[src/rtl/instr_encoder.sv]
// instr_encoder: assembles raw RV64IM instruction words from a decoded
// control record. S1 registers the request, S2 encodes combinationally and
// writes an output FIFO on the following edge. Unencodable records produce
// a NOP (0x00000013) tagged with out_err.
// Optional feature: define ENC_ERRCNT_EN to add the saturating err_count port.

package pipes;
    typedef enum logic [4:0] {
        UNKNOWN, ALUI, ALU, ALUIW, ALUW, LUI, AUIPC, JAL, JALR,
        BEQ, BNE, BLT, BGE, BLTU, BGEU, LD, SD, CSR, CSRI
    } op_t;

    typedef enum logic [4:0] {
        NOTALU, ADD, SUB, SLL, SLT, SLTU, XOR, SRL, SRA, OR, AND,
        MULT, DIV, DIVU, REM, REMU, COMPARE, SMALL, SMALLU,
        CSRRW, CSRRS, CSRRC
    } alufunc_t;
endpackage

module instr_encoder
    import pipes::*;
#(
    parameter int FIFO_DEPTH = 4,
    parameter int CNT_W      = 16
) (
    input  logic             clk,
    input  logic             resetn,
    input  logic             in_valid,
    output logic             in_ready,
    input  op_t              in_op,
    input  alufunc_t         in_alufunc,
    input  logic [4:0]       in_rd,
    input  logic [4:0]       in_rs1,
    input  logic [4:0]       in_rs2,
    input  logic [63:0]      in_imm,
    output logic             out_valid,
    input  logic             out_ready,
    output logic [31:0]      out_instr,
    output logic             out_err
`ifdef ENC_ERRCNT_EN
    ,
    output logic [CNT_W-1:0] err_count
`endif
);

    localparam int AW = $clog2(FIFO_DEPTH);
    localparam logic [31:0] NOP = 32'h0000_0013;

    // Bad sizing is caught at elaboration rather than producing a broken FIFO.
    if (FIFO_DEPTH < 2 || (FIFO_DEPTH & (FIFO_DEPTH - 1)) != 0 || CNT_W < 1) begin : g_param_check
        $error("instr_encoder: FIFO_DEPTH must be a power of two >= 2 and CNT_W >= 1");
    end

    // ---------------- helpers ----------------
    function automatic logic fits_s(input logic [63:0] v, input int n);
        logic [63:0] t;
        t = $signed(v) >>> (n - 1);
        return (t == '0) || (t == '1);
    endfunction

    function automatic logic [2:0] alu_f3(input alufunc_t f);
        case (f)
            SLL:              return 3'b001;
            SLT:              return 3'b010;
            SLTU:             return 3'b011;
            XOR, DIV:         return 3'b100;
            SRL, SRA, DIVU:   return 3'b101;
            OR, REM:          return 3'b110;
            AND, REMU:        return 3'b111;
            default:          return 3'b000;   // ADD, SUB, MULT
        endcase
    endfunction

    function automatic logic is_m(input alufunc_t f);
        return f inside {MULT, DIV, DIVU, REM, REMU};
    endfunction

    function automatic logic is_alu(input alufunc_t f);
        return f inside {ADD, SUB, SLL, SLT, SLTU, XOR, SRL, SRA, OR, AND,
                         MULT, DIV, DIVU, REM, REMU};
    endfunction

    // ---------------- S1 ----------------
    logic        s1_valid;
    op_t         s1_op;
    alufunc_t    s1_func;
    logic [4:0]  s1_rd, s1_rs1, s1_rs2;
    logic [63:0] s1_imm;
    logic [AW:0] count;
    logic        accept;

    assign in_ready = ({1'b0, count} + {{(AW+1){1'b0}}, s1_valid}) < (AW+2)'(FIFO_DEPTH);
    assign accept   = in_valid & in_ready;

    // S1 valid: every S1 entry drains into the FIFO on the next edge.
    always_ff @(posedge clk or negedge resetn)
        if (!resetn) s1_valid <= 1'b0;
        else         s1_valid <= accept;

    // S1 payload: captured on accept, no reset needed.
    always_ff @(posedge clk)
        if (accept) begin
            s1_op   <= in_op;
            s1_func <= in_alufunc;
            s1_rd   <= in_rd;
            s1_rs1  <= in_rs1;
            s1_rs2  <= in_rs2;
            s1_imm  <= in_imm;
        end

    // ---------------- S2 encode ----------------
    logic [31:0] raw, enc_instr;
    logic        bad, enc_err;
    logic [2:0]  f3;
    logic [6:0]  f7;

    // Field assembly and legality check for the record held in S1.
    always_comb begin
        raw = NOP;
        bad = 1'b0;
        f3  = alu_f3(s1_func);
        f7  = (s1_func == SUB || s1_func == SRA) ? 7'b0100000 :
              is_m(s1_func) ? 7'b0000001 : 7'b0000000;
        case (s1_op)
            ALUI:
                if (s1_func inside {SLL, SRL, SRA}) begin
                    bad = |s1_imm[63:6];
                    raw = {(s1_func == SRA) ? 6'b010000 : 6'b000000, s1_imm[5:0],
                           s1_rs1, f3, s1_rd, 7'b0010011};
                end else begin
                    bad = !fits_s(s1_imm, 12) || !is_alu(s1_func) || s1_func == SUB || is_m(s1_func);
                    raw = {s1_imm[11:0], s1_rs1, f3, s1_rd, 7'b0010011};
                end
            ALUIW:
                if (s1_func inside {SLL, SRL, SRA}) begin
                    bad = |s1_imm[63:5];
                    raw = {(s1_func == SRA) ? 7'b0100000 : 7'b0000000, s1_imm[4:0],
                           s1_rs1, f3, s1_rd, 7'b0011011};
                end else begin
                    bad = !fits_s(s1_imm, 12) || s1_func != ADD;
                    raw = {s1_imm[11:0], s1_rs1, f3, s1_rd, 7'b0011011};
                end
            ALU: begin
                bad = !is_alu(s1_func);
                raw = {f7, s1_rs2, s1_rs1, f3, s1_rd, 7'b0110011};
            end
            ALUW: begin
                bad = !(s1_func inside {ADD, SUB, SLL, SRL, SRA, MULT, DIV, DIVU, REM, REMU});
                raw = {f7, s1_rs2, s1_rs1, f3, s1_rd, 7'b0111011};
            end
            LUI, AUIPC: begin
                bad = (s1_imm[11:0] != 12'h000) || !fits_s(s1_imm, 32);
                raw = {s1_imm[31:12], s1_rd, (s1_op == LUI) ? 7'b0110111 : 7'b0010111};
            end
            JAL: begin
                bad = !fits_s(s1_imm, 21) || s1_imm[0];
                raw = {s1_imm[20], s1_imm[10:1], s1_imm[11], s1_imm[19:12], s1_rd, 7'b1101111};
            end
            JALR: begin
                bad = !fits_s(s1_imm, 12);
                raw = {s1_imm[11:0], s1_rs1, 3'b000, s1_rd, 7'b1100111};
            end
            BEQ, BNE, BLT, BGE, BLTU, BGEU: begin
                case (s1_op)
                    BEQ:     begin f3 = 3'b000; bad = s1_func != COMPARE; end
                    BNE:     begin f3 = 3'b001; bad = s1_func != COMPARE; end
                    BLT:     begin f3 = 3'b100; bad = s1_func != SMALL;   end
                    BGE:     begin f3 = 3'b101; bad = s1_func != SMALL;   end
                    BLTU:    begin f3 = 3'b110; bad = s1_func != SMALLU;  end
                    default: begin f3 = 3'b111; bad = s1_func != SMALLU;  end
                endcase
                bad = bad || !fits_s(s1_imm, 13) || s1_imm[0];
                raw = {s1_imm[12], s1_imm[10:5], s1_rs2, s1_rs1, f3,
                       s1_imm[4:1], s1_imm[11], 7'b1100011};
            end
            LD: begin
                bad = !fits_s(s1_imm, 12);
                raw = {s1_imm[11:0], s1_rs1, 3'b011, s1_rd, 7'b0000011};
            end
            SD: begin
                bad = !fits_s(s1_imm, 12);
                raw = {s1_imm[11:5], s1_rs2, s1_rs1, 3'b011, s1_imm[4:0], 7'b0100011};
            end
            CSR, CSRI: begin
                case (s1_func)
                    CSRRW:   f3 = 3'b001;
                    CSRRS:   f3 = 3'b010;
                    CSRRC:   f3 = 3'b011;
                    default: begin f3 = 3'b000; bad = 1'b1; end
                endcase
                if (s1_op == CSRI) f3[2] = 1'b1;
                // For CSRI the rs1 slot carries the 5-bit zimm.
                raw = {s1_imm[11:0], s1_rs1, f3, s1_rd, 7'b1110011};
            end
            default: bad = 1'b1;
        endcase
        enc_err   = bad;
        enc_instr = bad ? NOP : raw;
    end

    // ---------------- output FIFO ----------------
    logic [32:0]   mem [FIFO_DEPTH];
    logic [AW-1:0] wr_ptr, rd_ptr;
    logic          push, pop;

    assign push = s1_valid;
    assign pop  = out_valid & out_ready;

    // FIFO storage: {err, instr}; contents are qualified by count.
    always_ff @(posedge clk)
        if (push) mem[wr_ptr] <= {enc_err, enc_instr};

    // Pointers and occupancy; push and pop together leave count unchanged.
    always_ff @(posedge clk or negedge resetn)
        if (!resetn) begin
            wr_ptr <= '0;
            rd_ptr <= '0;
            count  <= '0;
        end else begin
            if (push) wr_ptr <= wr_ptr + AW'(1);
            if (pop)  rd_ptr <= rd_ptr + AW'(1);
            case ({push, pop})
                2'b10:   count <= count + (AW+1)'(1);
                2'b01:   count <= count - (AW+1)'(1);
                default: count <= count;
            endcase
        end

    assign out_valid = (count != '0);
    assign out_instr = out_valid ? mem[rd_ptr][31:0] : 32'h0;
    assign out_err   = out_valid & mem[rd_ptr][32];

`ifdef ENC_ERRCNT_EN
    // Saturating count of error words written into the FIFO.
    always_ff @(posedge clk or negedge resetn)
        if (!resetn)
            err_count <= '0;
        else if (push && enc_err && !(&err_count))
            err_count <= err_count + {{(CNT_W-1){1'b0}}, 1'b1};
`endif

endmodule

[config.mk]
export PLATFORM = sky130hd
export DESIGN_NAME = instr_encoder
export DESIGN_NICKNAME = d
export VERILOG_FILES = /design/src/rtl/instr_encoder.sv
export SDC_FILE = /design/constraint.sdc
export NUM_CORES = 1
export LEC_CHECK = 0
export BUFFER_PORTS_ARGS = -buffer_cell sky130_fd_sc_hd__buf_2
export CAP_MARGIN = 25
export CORE_ASPECT_RATIO = 1.4
export CORE_UTILIZATION = 58
export CTS_BUF_LIST = sky130_fd_sc_hd__clkbuf_4
export CTS_CLUSTER_SIZE = 10
export DETAILED_ROUTE_END_ITERATION = 7
export GPL_TIMING_DRIVEN = 0
export PLACE_DENSITY = 0.8
export SYNTH_ARGS = -nofsm -noshare
export SYNTH_HDL_FRONTEND = slang
export SYNTH_SLANG_ARGS = --single-unit
[constraint.sdc]
create_clock -name clk -period 5.2 [get_ports clk]
set_input_delay 0 -clock clk [delete_from_list [all_inputs] [get_ports clk]]
set_output_delay 0 -clock clk [all_outputs]
set_load 0.005 [all_outputs]
==> results_dict.tcl <==
set metrics [dict create \
    layout.nets 1040 \
    cts_made_buffers 49 \
    yosysUniqueCellTypes 62 \
    critPathMaxStageDelay_ns 0.67 \
    cts-root-buf "clkbuf_4" \
    yosys_warnings 0 \
    dieArea_um2 17600 \
    status "finished with violations" \
    skew_ns 0.0227 \
    power.density_nw_per_um2 464 \
    antenna_found_initial 1 \
    core_um2 16700 \
    areaGrowthSynthToFinish_pct 25.5 \
    p_leak_nw 4.47 \
    min_period_ns 3.56 \
    setup_viol_count_final 0 \
    ant_nets 0 \
    cp_data_arrival_time_ns 3.91 \
    gp_congestion 0.913 \
    async_flop_share_pct 3.57 \
    grt_overflow_total 0 \
    syn_area_um2 9880 \
    drive_gt1_share_pct 27.0 \
    drtPass1Iterations 8 \
    cp-start-kind "flop" \
    port-buffer-count 127 \
    clk_path_buf_depth 3 \
    ir_worst_vdd_mv 0.280 \
    report.final.slew_viol_count 0 \
    totalWireLength_um 25500 \
    via_per_inst 6.05 \
    synth_edf_count 213 \
    postSynth.topFlopCell "edfxtp_1" \
    period_share_pct 68.5 \
    num_vias 7159 \
    cts_tree "built" \
    slowest_stage "nor2_1" \
    yosysSeqAreaShare_pct 67.4 \
    cp_max_fo 10 \
    grt_pass1_wl_um 38900 \
    ios 128 \
    syn-num-nets 768 \
    total_power_mw 5.76 \
    violations "DRC" \
    die_y_um 156 \
    worst_pin_slew_ns 0.891 \
    drt_iter0_drc 627 \
    worstPathRequired_ns 5.55 \
    dp_hpwl_um 16700 \
    rsz0062_at_grt "false" \
    syn_inst 667 \
    rows 56 \
    grt_pass1_vias 7454 \
    min_path_type "in -> reg" \
    drv_cap 0 \
    fillers 1054 \
    end_kind "flop" \
    hold_viol 0 \
    start_util_pct 59.2 \
    slew_headroom_pct 39.8 \
    avgSynthCellArea_um2 14.8 \
    crit_type "reg -> reg" \
    grt_max_degree 87 \
    tns_ns 0 \
    wire_per_inst_um 21.5 \
    cp_num_buf_inv 3 \
    crit_path_cell_trace "clkbuf_1 > buf_2 > nor2_1 > nand3_1 > a211oi_1 > o221ai_1 > a22oi_1 > nand3_2 > buf_4 > nor3_1" \
    post_cts_resized 0 \
    clk_latency_ns 0.64 \
    die-width_um 112 \
    htreeDepth 2 \
    clkTransAtPathRegs_ns 0.08 \
    cpLargestDelayFamily "simple AND/OR/NAND/NOR gates" \
    ys_ff_latch 224 \
    grt_usage_pct 29.6 \
    drc 6 \
    fmaxAchievable_mhz 281 \
    clock-sinks 224 \
]
==> worst register-to-register path, delay by kind of cell (launching register included) <==
| family | cells | cell delay [ns] |
|---|---|---|
| flops | 1 | 0.37 |
| compound gates | 3 | 0.77 |
| simple gates | 4 | 1.52 |
| buf+inv | 3 | 0.63 |
==> path summary, 6_finish.rpt <==
path / endpoint / from / slack [ns] / cells after the start
worst max-delay path: mem[2][11] / s1_op[1] / 1.64 / 10
worst min-delay path: s1_imm[35] / in_imm[35] / 0.08 / 2
worst max register to register: mem[2][11] / s1_op[1] / 1.64 / 10
worst min register to register: count[2] / count[2] / 0.49 / 1
max in group asynchronous: rd_ptr[0] / resetn / 4.56 / 3
min in group asynchronous: count[2] / resetn / 0.37 / 3
==> cells in the final DEF (no fill, tap or decap), types with 6 or more instances in the layout <==
cell           synthesis  layout
edfxtp_1             213     213
buf_2                  4     131
dlygate4sd3_1          0      93
clkbuf_4               0      70
nor2_1                34      34
and2_1                38      34
nor3_1                31      31
mux4_2                31      31
nand2_1               24      24
clkbuf_1              23      23
o21ai_0               21      21
a22oi_1               21      21
a21oi_1               20      20
nor4_1                18      18
clkinv_1               1      17
nand4_1               15      15
inv_1                 15      14
nand3_1               10      10
a211oi_1              10      10
mux2i_1                9       9
buf_1                  8       8
dfrtp_1                8       8
or2_2                  7       7
xor2_1                 7       7
ha_1                   7       7
nor2b_1                6       6
==> cells by family after synthesis <==
family	Yosys count	share of synthesized area [%]
flip-flops	224	67.4
XOR/XNOR	12	1.06
buffers and inverters	56	2.41
multiplexers	43	8.32
adder cells (fa/ha/maj)	9	1.19
AO/OA/AOI/OAI	107	7.36
AND/OR/NAND/NOR	216	12.3
==> report_power, final <==
group	internal, mW	switching, mW	total, mW
clock network	0.726	0.671	1.40
registers	2.41	0.158	2.57
logic	0.800	0.995	1.80
total	3.93	1.82	5.76
==> flip-flops by register name, indices dropped and copies added (netlist names), named ones only <==
register and cells:
mem 124, s1_imm 64, s1_rd 5, wr_ptr 2, s1_rs2 5, rd_ptr 2, s1_rs1 5, push 1
count 3, s1_op 5, s1_func 5
==> timing repair <==
action | 4_1_cts | 5_1_grt
hold buffers | 93 | 0
hold endpoints to repair | 108 | 0
buffers inserted | 0 | 0
==> cell type report <==
type	instances	area (um^2)	area share (%)
inverter	16	62.6	0.504
sequential	224	6660	53.7
clock inverter	21	139	1.12
clock buffer	70	526	4.24
timing repair buffer	221	1590	12.9
buffer	40	178	1.43
multi-input combinational	387	2990	24.1
tap	203	254	2.05
antenna	1	2.50	0.0202
==> synthesized netlist by cell type (4+ instances only) <==
cell        n  area [um^2]
a22oi_1    21          158
buf_4       4         30.0
a21oi_1    20          100
nand3_1    10         50.1
xor2_1      7         61.3
nor4b_1     5         43.8
a32oi_1     5         43.8
edfxtp_1  213         6400
or2_2       7         43.8
nand2b_1    5         31.3
ha_1        7         87.6
nor2_1     34          128
nor4_1     18          113
and2_1     38          238
clkbuf_1   23         86.3
nor2b_1     6         37.5
dfrtp_1     8          200
xnor2_1     5         43.8
buf_1       8         30.0
o21ai_0    21          105
nor3_1     31          155
buf_2       4         20.0
nand2_1    24         90.1
a211oi_1   10         75.1
and3_1      5         31.3
mux4_2     31          698
nand4_1    15         93.8
inv_1      15         56.3
a31oi_1     5         31.3
mux2i_1     9         90.1
or3_1       4         25.0
==> routing by layer <==
layer,global-route usage [%],share of wire (%),vias up
met5,0,0,-
met3,4.84,6.1,96
met2,53.6,53,370
li1,-,-,3221
met4,19.4,6.0,0
met1,31.9,35,3472
==> metrics by stage <==
step           utilization [%]  hold slack, ns  cells  setup slack, ns  instance area, um^2
2_1_floorplan                -          -0.296    667             2.04                 9880
4_1_cts                   74.3          0.0350   1182             1.76                12400
3_5_place_dp              64.8          -0.148    998             1.81                10800
6_report                  74.4          0.0755   1183             1.64                12400
3_3_place_gp              64.6          -0.155    997             1.43                10800
5_1_grt                   74.4          0.0566   1183             1.47                12400
No activity file was read; power rests on OpenSTA's default activity.
